--- src/rtl/spi_slave_port.sv ---
// ---------------------------------------------------------------------------
// spi_slave_port
//
// SPI mode-0 responder for the Murax SoC. The SPI pins are oversampled in the
// io_mainClk domain. Received bytes go to the core through a one-entry RX
// holding register. Transmitted bytes come from a one-entry TX holding
// register that the core loads.
//
// Ports
//   io_mainClk         system clock; all logic is on its rising edge
//   io_asyncReset_n    asynchronous active-low reset, released synchronously
//   io_spi_sclk        SPI clock from the master (idles low)
//   io_spi_mosi        master-out data
//   io_spi_ss_n        slave select, active low
//   io_spi_miso        slave-out data (0 while not selected)
//   io_spi_misoEnable  MISO pad enable, follows synchronized select
//   io_tx_valid/ready/payload   core -> TX holding register handshake
//   io_rx_valid/ready/payload   RX holding register -> core handshake
//   io_rxOverrun       1-cycle pulse: a completed byte was dropped
//   io_txUnderrun      1-cycle pulse: 0xFF was loaded because TX was empty
//   io_busy            synchronized select is active
// ---------------------------------------------------------------------------
module spi_slave_port #(
  parameter int DATA_WIDTH  = 8,
  parameter int SYNC_STAGES = 2
) (
  input  logic                  io_mainClk,
  input  logic                  io_asyncReset_n,
  input  logic                  io_spi_sclk,
  input  logic                  io_spi_mosi,
  input  logic                  io_spi_ss_n,
  output logic                  io_spi_miso,
  output logic                  io_spi_misoEnable,
  input  logic                  io_tx_valid,
  output logic                  io_tx_ready,
  input  logic [DATA_WIDTH-1:0] io_tx_payload,
  output logic                  io_rx_valid,
  input  logic                  io_rx_ready,
  output logic [DATA_WIDTH-1:0] io_rx_payload,
  output logic                  io_rxOverrun,
  output logic                  io_txUnderrun,
  output logic                  io_busy
);

  localparam int CNT_W = (DATA_WIDTH > 1) ? $clog2(DATA_WIDTH) : 1;
  localparam logic [CNT_W-1:0] LAST_BIT = CNT_W'(DATA_WIDTH - 1);

  typedef enum logic {IDLE, ACTIVE} state_t;

  state_t state_q, state_d;

  logic [1:0]             rst_pipe;
  logic                   rst_n;
  logic [SYNC_STAGES-1:0] sclk_pipe, mosi_pipe, ss_pipe;
  logic                   sclk_d, ss_d;
  logic                   sclk_s, mosi_s, ss_s;
  logic                   sclk_rise, sclk_fall, ss_rise, ss_fall;

  logic [CNT_W-1:0]       bit_cnt;
  logic [DATA_WIDTH-2:0]  rx_shift;
  logic [DATA_WIDTH-1:0]  rx_word;
  logic [DATA_WIDTH-1:0]  rx_hold;
  logic                   rx_valid;
  logic [DATA_WIDTH-1:0]  tx_shift;
  logic [DATA_WIDTH-1:0]  tx_hold;
  logic                   tx_full;
  logic                   rx_overrun, tx_underrun;

  logic tx_load, tx_shift_en, rx_step, byte_done, rx_accept, tx_write, leave;

  // Reset is asserted asynchronously but released through two flops so every
  // register below leaves reset on the same clock edge.
  always_ff @(posedge io_mainClk or negedge io_asyncReset_n) begin
    if (!io_asyncReset_n) rst_pipe <= '0;
    else                  rst_pipe <= {rst_pipe[0], 1'b1};
  end
  assign rst_n = rst_pipe[1];

  // Pin synchronizers plus one extra register for edge detection. Select
  // resets to its idle (high) level so an idle bus produces no event.
  always_ff @(posedge io_mainClk or negedge rst_n) begin
    if (!rst_n) begin
      sclk_pipe <= '0;
      mosi_pipe <= '0;
      ss_pipe   <= '1;
      sclk_d    <= 1'b0;
      ss_d      <= 1'b1;
    end else begin
      sclk_pipe <= {sclk_pipe[SYNC_STAGES-2:0], io_spi_sclk};
      mosi_pipe <= {mosi_pipe[SYNC_STAGES-2:0], io_spi_mosi};
      ss_pipe   <= {ss_pipe[SYNC_STAGES-2:0], io_spi_ss_n};
      sclk_d    <= sclk_s;
      ss_d      <= ss_s;
    end
  end

  assign sclk_s    = sclk_pipe[SYNC_STAGES-1];
  assign mosi_s    = mosi_pipe[SYNC_STAGES-1];
  assign ss_s      = ss_pipe[SYNC_STAGES-1];
  assign sclk_rise = sclk_s & ~sclk_d;
  assign sclk_fall = ~sclk_s & sclk_d;
  assign ss_rise   = ss_s & ~ss_d;
  assign ss_fall   = ~ss_s & ss_d;

  always_ff @(posedge io_mainClk or negedge rst_n) begin
    if (!rst_n) state_q <= IDLE;
    else        state_q <= state_d;
  end

  // Next state and per-cycle datapath strobes. A deselect takes priority over
  // any SCLK event seen in the same cycle, so a partial byte never completes.
  always_comb begin
    state_d     = state_q;
    tx_load     = 1'b0;
    tx_shift_en = 1'b0;
    rx_step     = 1'b0;
    leave       = 1'b0;
    case (state_q)
      IDLE: begin
        if (ss_fall) begin
          state_d = ACTIVE;
          tx_load = 1'b1;
        end
      end
      ACTIVE: begin
        if (ss_rise) begin
          state_d = IDLE;
          leave   = 1'b1;
        end else begin
          rx_step = sclk_rise;
          if (sclk_fall) begin
            tx_load     = (bit_cnt == '0);
            tx_shift_en = (bit_cnt != '0);
          end
        end
      end
      default: state_d = IDLE;
    endcase
  end

  assign rx_word   = {rx_shift, mosi_s};
  assign byte_done = rx_step & (bit_cnt == LAST_BIT);
  assign rx_accept = byte_done & (~rx_valid | io_rx_ready);
  assign tx_write  = io_tx_valid & ~tx_full;

  // Bit counter and receive path. A completed byte may overwrite the holding
  // register only if it is empty or being drained in this very cycle.
  always_ff @(posedge io_mainClk or negedge rst_n) begin
    if (!rst_n) begin
      bit_cnt    <= '0;
      rx_shift   <= '0;
      rx_hold    <= '0;
      rx_valid   <= 1'b0;
      rx_overrun <= 1'b0;
    end else begin
      rx_overrun <= byte_done & ~rx_accept;
      if (leave || (state_q == IDLE && tx_load)) begin
        bit_cnt <= '0;
      end else if (rx_step) begin
        bit_cnt  <= (bit_cnt == LAST_BIT) ? '0 : bit_cnt + 1'b1;
        rx_shift <= rx_word[DATA_WIDTH-2:0];
      end
      if (rx_accept) begin
        rx_hold  <= rx_word;
        rx_valid <= 1'b1;
      end else if (rx_valid && io_rx_ready) begin
        rx_valid <= 1'b0;
      end
    end
  end

  // Transmit path. A load drains the holding register or substitutes all-ones;
  // a core write in the same cycle as an underrun load is kept for next time.
  always_ff @(posedge io_mainClk or negedge rst_n) begin
    if (!rst_n) begin
      tx_shift    <= '0;
      tx_hold     <= '0;
      tx_full     <= 1'b0;
      tx_underrun <= 1'b0;
    end else begin
      tx_underrun <= tx_load & ~tx_full;
      if (tx_load)          tx_shift <= tx_full ? tx_hold : '1;
      else if (tx_shift_en) tx_shift <= {tx_shift[DATA_WIDTH-2:0], 1'b0};
      if (tx_load && tx_full) tx_full <= 1'b0;
      else if (tx_write)      tx_full <= 1'b1;
      if (tx_write) tx_hold <= io_tx_payload;
    end
  end

  assign io_spi_miso       = (state_q == ACTIVE) & tx_shift[DATA_WIDTH-1];
  assign io_spi_misoEnable = (state_q == ACTIVE);
  assign io_busy           = (state_q == ACTIVE);
  assign io_tx_ready       = ~tx_full;
  assign io_rx_valid       = rx_valid;
  assign io_rx_payload     = rx_hold;
  assign io_rxOverrun      = rx_overrun;
  assign io_txUnderrun     = tx_underrun;

endmodule

--- config.mk ---
export PLATFORM = sky130hd
export DESIGN_NAME = spi_slave_port
export DESIGN_NICKNAME = d
export VERILOG_FILES = /design/src/rtl/spi_slave_port.sv
export SDC_FILE = /design/constraint.sdc
export NUM_CORES = 1
export LEC_CHECK = 0
export BUFFER_PORTS_ARGS = -buffer_cell sky130_fd_sc_hd__buf_4
export CORE_AREA = 2 2 72 57
export DETAILED_ROUTE_END_ITERATION = 7
export DIE_AREA = 0 0 74 59
export PLACE_DENSITY = 0.79
export SYNTH_ARGS = -nofsm -noshare
export SYNTH_HDL_FRONTEND = slang
export SYNTH_SLANG_ARGS = --single-unit
--- constraint.sdc ---
create_clock -name io_mainClk -period 1.9 [get_ports io_mainClk]
set_input_delay 0.38 -clock io_mainClk [delete_from_list [all_inputs] [get_ports io_mainClk]]
set_output_delay 0.38 -clock io_mainClk [all_outputs]
set_load 0.05 [all_outputs]
# [Yosys cells after proc, flatten, opt, wreduce, memory -nomap -nowiden]
# Index checks and enable logic that the tools add are counted.
[classes] addsub=1 n_eq_ne=1 n_mux=23 n_bitwise=20 n_reduce_logical=11
[op_table] op="$mux 8" n=3
[op_table] op="$mux 1" n=15
[op_table] op="$and 1x1->1" n=10
[op_table] op="$mux 3" n=3
[op_table] op="$not 1->1" n=9
[op_table] op="$reduce_bool 2->1" n=4
[op_table] op="$pmux 1 s2" n=2
[op_table] op="$add 3x1->3 const B" n=1
[op_table] op="$eq 3x3->1 const B" n=1
[op_table] op="$logic_and 1x1->1" n=3
[op_table] op="$logic_not 3->1" n=1
[op_table] op="$reduce_bool 3->1" n=1
[op_table] op="$reduce_and 2->1" n=1
[op_table] op="$logic_or 1x1->1" n=1
[op_table] op="$or 1x1->1" n=1
[word_totals] ff_bits=49 in_bits=15 output_inout_bits=15

# [Depth between registers and ports, before layout]
[depth] ltp_word=9 ltp_mapped=6

# [Worst setup path after synthesis]
# No wires, ideal clock.
[synth_timing] path_kind="flip-flop to flip-flop" from="register state_q, in the netlist io_busy" to="register rx_hold[0], in the netlist io_rx_payload[0]" t_arrival_ns=1.764 required_time_ns=1.773 slack_ns=0.008 stages_incl_launch_ff=6 n_path_buf=1 period_less_slack_ns=1.892 path_cell_list="dfrtp_1 inv_2 nor4b_2 and3_1 buf_4 mux2_1"
[synth_between] elab_chain_len=3
[synth_lines] element="from (decl)" line_no="50" text="state_t state_q, state_d;"
[synth_lines] element="from (signal assigned)" line_no="107" text="else state_q <= state_d;"
[synth_lines] element="$mux 1" line_no="118" text="case (state_q)"
[synth_lines] element="$and 1x1->1" line_no="142" text="assign byte_done = rx_step & (bit_cnt == LAST_BIT);"
[synth_lines] element="$and 1x1->1" line_no="143" text="assign rx_accept = byte_done & (~rx_valid | io_rx_ready);"
[synth_lines] element="to (signal assigned)" line_no="164" text="rx_hold <= rx_word;"
[synth_lines] element="to (decl)" line_no="62" text="logic [DATA_WIDTH-1:0] rx_hold;"
# Every way passes these cells.
# A chain may end at the register's enable or synchronous reset.

# [Worst setup path after layout]
[layout_timing] from="register ss_d" to="register rx_hold[4], in the netlist io_rx_payload[4]"
[layout_between] elab_chain_len=6
[layout_lines] element="from (decl)" line_no="55" text="logic sclk_d, ss_d;"
[layout_lines] element="from (signal assigned)" line_no="93" text="ss_d <= ss_s;"
[layout_lines] element="$not 1->1" line_no="102" text="assign ss_rise = ss_s & ~ss_d;"
[layout_lines] element="$and 1x1->1" line_no="102"
[layout_lines] element="$mux 1" line_no="126" text="if (ss_rise) begin"
[layout_lines] element="$mux 1" line_no="118"
[layout_lines] element="$and 1x1->1" line_no="142"
[layout_lines] element="$and 1x1->1" line_no="143"
# Every way passes these cells.

==> impl_results.md <==
* Yosys Warn Count at 0
* Power, Total at 2.685 mW
* Vias in the first global route at 1349
* Cells after Synth at 175
* DR vias at 1341
* Post-DP Area at 0.002241 mm2
* Crit-path cells: nand2b_1 -> nor4b_2 -> and3_4 -> mux2_1
* Wire per inst at 12.97 um
* Worst Clk Skew at 0.005489 ns
* Slew @ Worst Pin at 0.6931 ns
* CP arrival at 1.99 ns
* Worst R2R Setup Slack at 0.1 ns
* Share of cells above drive strength 1 at 24.88%
* Post-synth top cells: 46 x dfrtp_1, 40 x nand2_1, 13 x inv_1, 13 x o21ai_0
* Die span in x at 74 um
* Initial Utilization at 54.37%
* GRT Total Usage at 17.96%
* Max cap viols at 0
* Final WS setup at 0.09867 ns
* DRT Pass-1 Iters at 4
* Row count at 19
* FF+latch count, synth at 49
* Relative slew slack at 53.79%
* Top-count cell post-synth: dfrtp_1
* LEAKAGE at 1.209 nW
* I/O pin cnt at 30
* Post-synth EDFFs at 0
* Die ar. at 0.004366 mm2
* # placed instances at 252
* Worst-skew pair later-pin latency at 0.30 ns
* Hold Fails Final Rpt at 0
* Worst Setup Path Type: register to register
* Mean Syn Cell Area at 11.15 um2
* Post CTS Setup Buffer Count at 0
* Clk buf depth at 2
* Die height at 59 um
* Max-slew violations at 0
* Unique masters post-synth at 30
* Worst hold slack at 0.1787 ns
* Clk slew on worst S/H paths at 0.09 ns
* Syn Nets at 193
* Register area share after synthesis at 63.01%
* Status: finished, final reports clean
* Worst hold path type: input pin to register
* TritonCTS buffer count at 5
* Pin count of the biggest net entering global routing at 25
* Post-layout min period at 1.801 ns
* CTS root buf: clkbuf_8
* Synthesis-to-layout area growth at 22.12%
* GRT overflow at 0
* Port bufs at 29
* Area contributors post-synth: dfrtp_1 59%, nand2_1 7.7%, mux2_1 4.6%
* Gpl congestion at 0.7925
* Core area at 0.003590 mm2
* DRC viols at 0
* Fin util at 66.40%
* Worst endpoint required time at 2.08 ns
* Worst VDD drop at 0.7859 mV
* HPWL Detailed at 2.456 mm
* CTS tree: done
* Antenna cells at 0
* First-pass GRT wire length at 5.892 mm
* Post-synth top area share at 58.97%
* Post-Route WL at 3.386 mm
* H-tree levels at 2
* Post-place setup slack at -0.1083 ns
* Setup-failing EPs final at 0
* CP startpoint kind: register
* Most used flip-flop cell after synthesis: dfrtp_1
* Number of routed nets with antenna violations at 0
* Power density over cell area at 1127 mW/mm2
* Max stage delay on crit path at 0.55 ns
* Critical path endpoint category: register
* Fraction of registers with async set/reset at 100.0%
* Design area at 0.002384 mm2
* Mapped Area at 0.001952 mm2
* Tcrit/Tclk final at 94.81%
* Crit Path Max Fanout at 8
* Vias/cell at 5.138
* Area leader, netlist: dfrtp_1
* Max Fclk at 0.5551 GHz
* CP top delay family: simple AND/OR/NAND/NOR gates
* Final TNS setup at 0 ns
* Slowest stage cell, crit path: dfstp_2
* Initial DRC count at 98
* Layout Cells excl Fill at 261
* Final nets at 226
* CP Buf/Inv Count at 0
* RSZ-0062 raised after global routing: no
* Initial antenna violation count at 0
* Clk sinks at 49
## layer usage
metal,part of all wire [%],up-vias,global-route usage (%),wire [um]
met3,4.1,5,4.592,140
met4,1.2,0,6.234,42
met1,46,655,23.91,1554
met2,49,33,28.95,1648
li1,-,648,-,-
met5,0,-,0,0
## worst paths after layout
kind,cells after the start,endpoint,from
max in group asynchronous,1,ss_d,rst_pipe[1]
max,4,io_rx_payload[4],ss_d
max reg2reg,4,io_rx_payload[4],ss_d
min in group asynchronous,0,tx_full,rst_pipe[1]
min,1,sclk_pipe[0],io_spi_sclk
min reg2reg,0,tx_full,rst_pipe[1]
## registers in the layout, indices dropped and copies added (netlist names)
| name | cells |
|---|---|
| sclk_d | 1 |
| io_busy | 1 |
| io_rx_payload | 8 |
| bit_cnt | 3 |
| rst_pipe | 2 |
| ss_pipe | 2 |
| sclk_pipe | 2 |
| ss_d | 1 |
| io_rx_valid | 1 |
| tx_hold | 8 |
| tx_full | 1 |
| rx_shift | 7 |
| io_txUnderrun | 1 |
| tx_shift | 8 |
| mosi_pipe | 2 |
| io_rxOverrun | 1 |
## placed cells by master (no fill, tap or decap), drive strengths merged, types with 2 or more instances in the layout
master and instances:
nand2b 2, nand2 40, a22o 2, a21oi 8, a41o 8, inv 14, nor2 4, mux2 9
dfrtp 46, clkbuf 6, dfstp 3, ha 3, o21ai 15, buf 34
## cells by family (layout without fill, tap and decap cells)
| logic type | count (synthesis) | in the layout | synth area share [%] |
|---|---|---|---|
| fa+ha+maj | 4 | 4 | 2.500 |
| buf+inv | 23 | 57 | 4.999 |
| compound gates | 36 | 36 | 12.12 |
| simple gates | 53 | 53 | 11.99 |
| other cells | 1 | 1 | 0.1921 |
| mux | 9 | 9 | 5.192 |
| flops | 49 | 49 | 63.01 |
## power by group
group          leakage [nW]  internal, mW  switching (mW)
Sequential            0.618          1.26           0.143
Clock                0.0574         0.428           0.340
Combinational         0.534         0.200           0.315
## layout make-up
| class | instances | area (um2) |
|---|---|---|
| clock inverters | 2 | 37.54 |
| multi-input cells | 103 | 636.9 |
| fillers | 263 | 1206 |
| flip-flops and latches | 49 | 1231 |
| clock buffers | 6 | 82.58 |
| well taps | 52 | 65.06 |
| repair buffers | 35 | 277.8 |
| inverters | 14 | 52.55 |
## repair_timing
| action | CTS | global route |
|---|---|---|
| gates resized for setup | 2 | 1 |
| endpoints found under the setup margin | 16 | 4 |
| gates cloned | 0 | 0 |
| hold endpoints to repair | 2 | 0 |
| hold buffers | 1 | 0 |
Power figures use the tool's default switching activity.
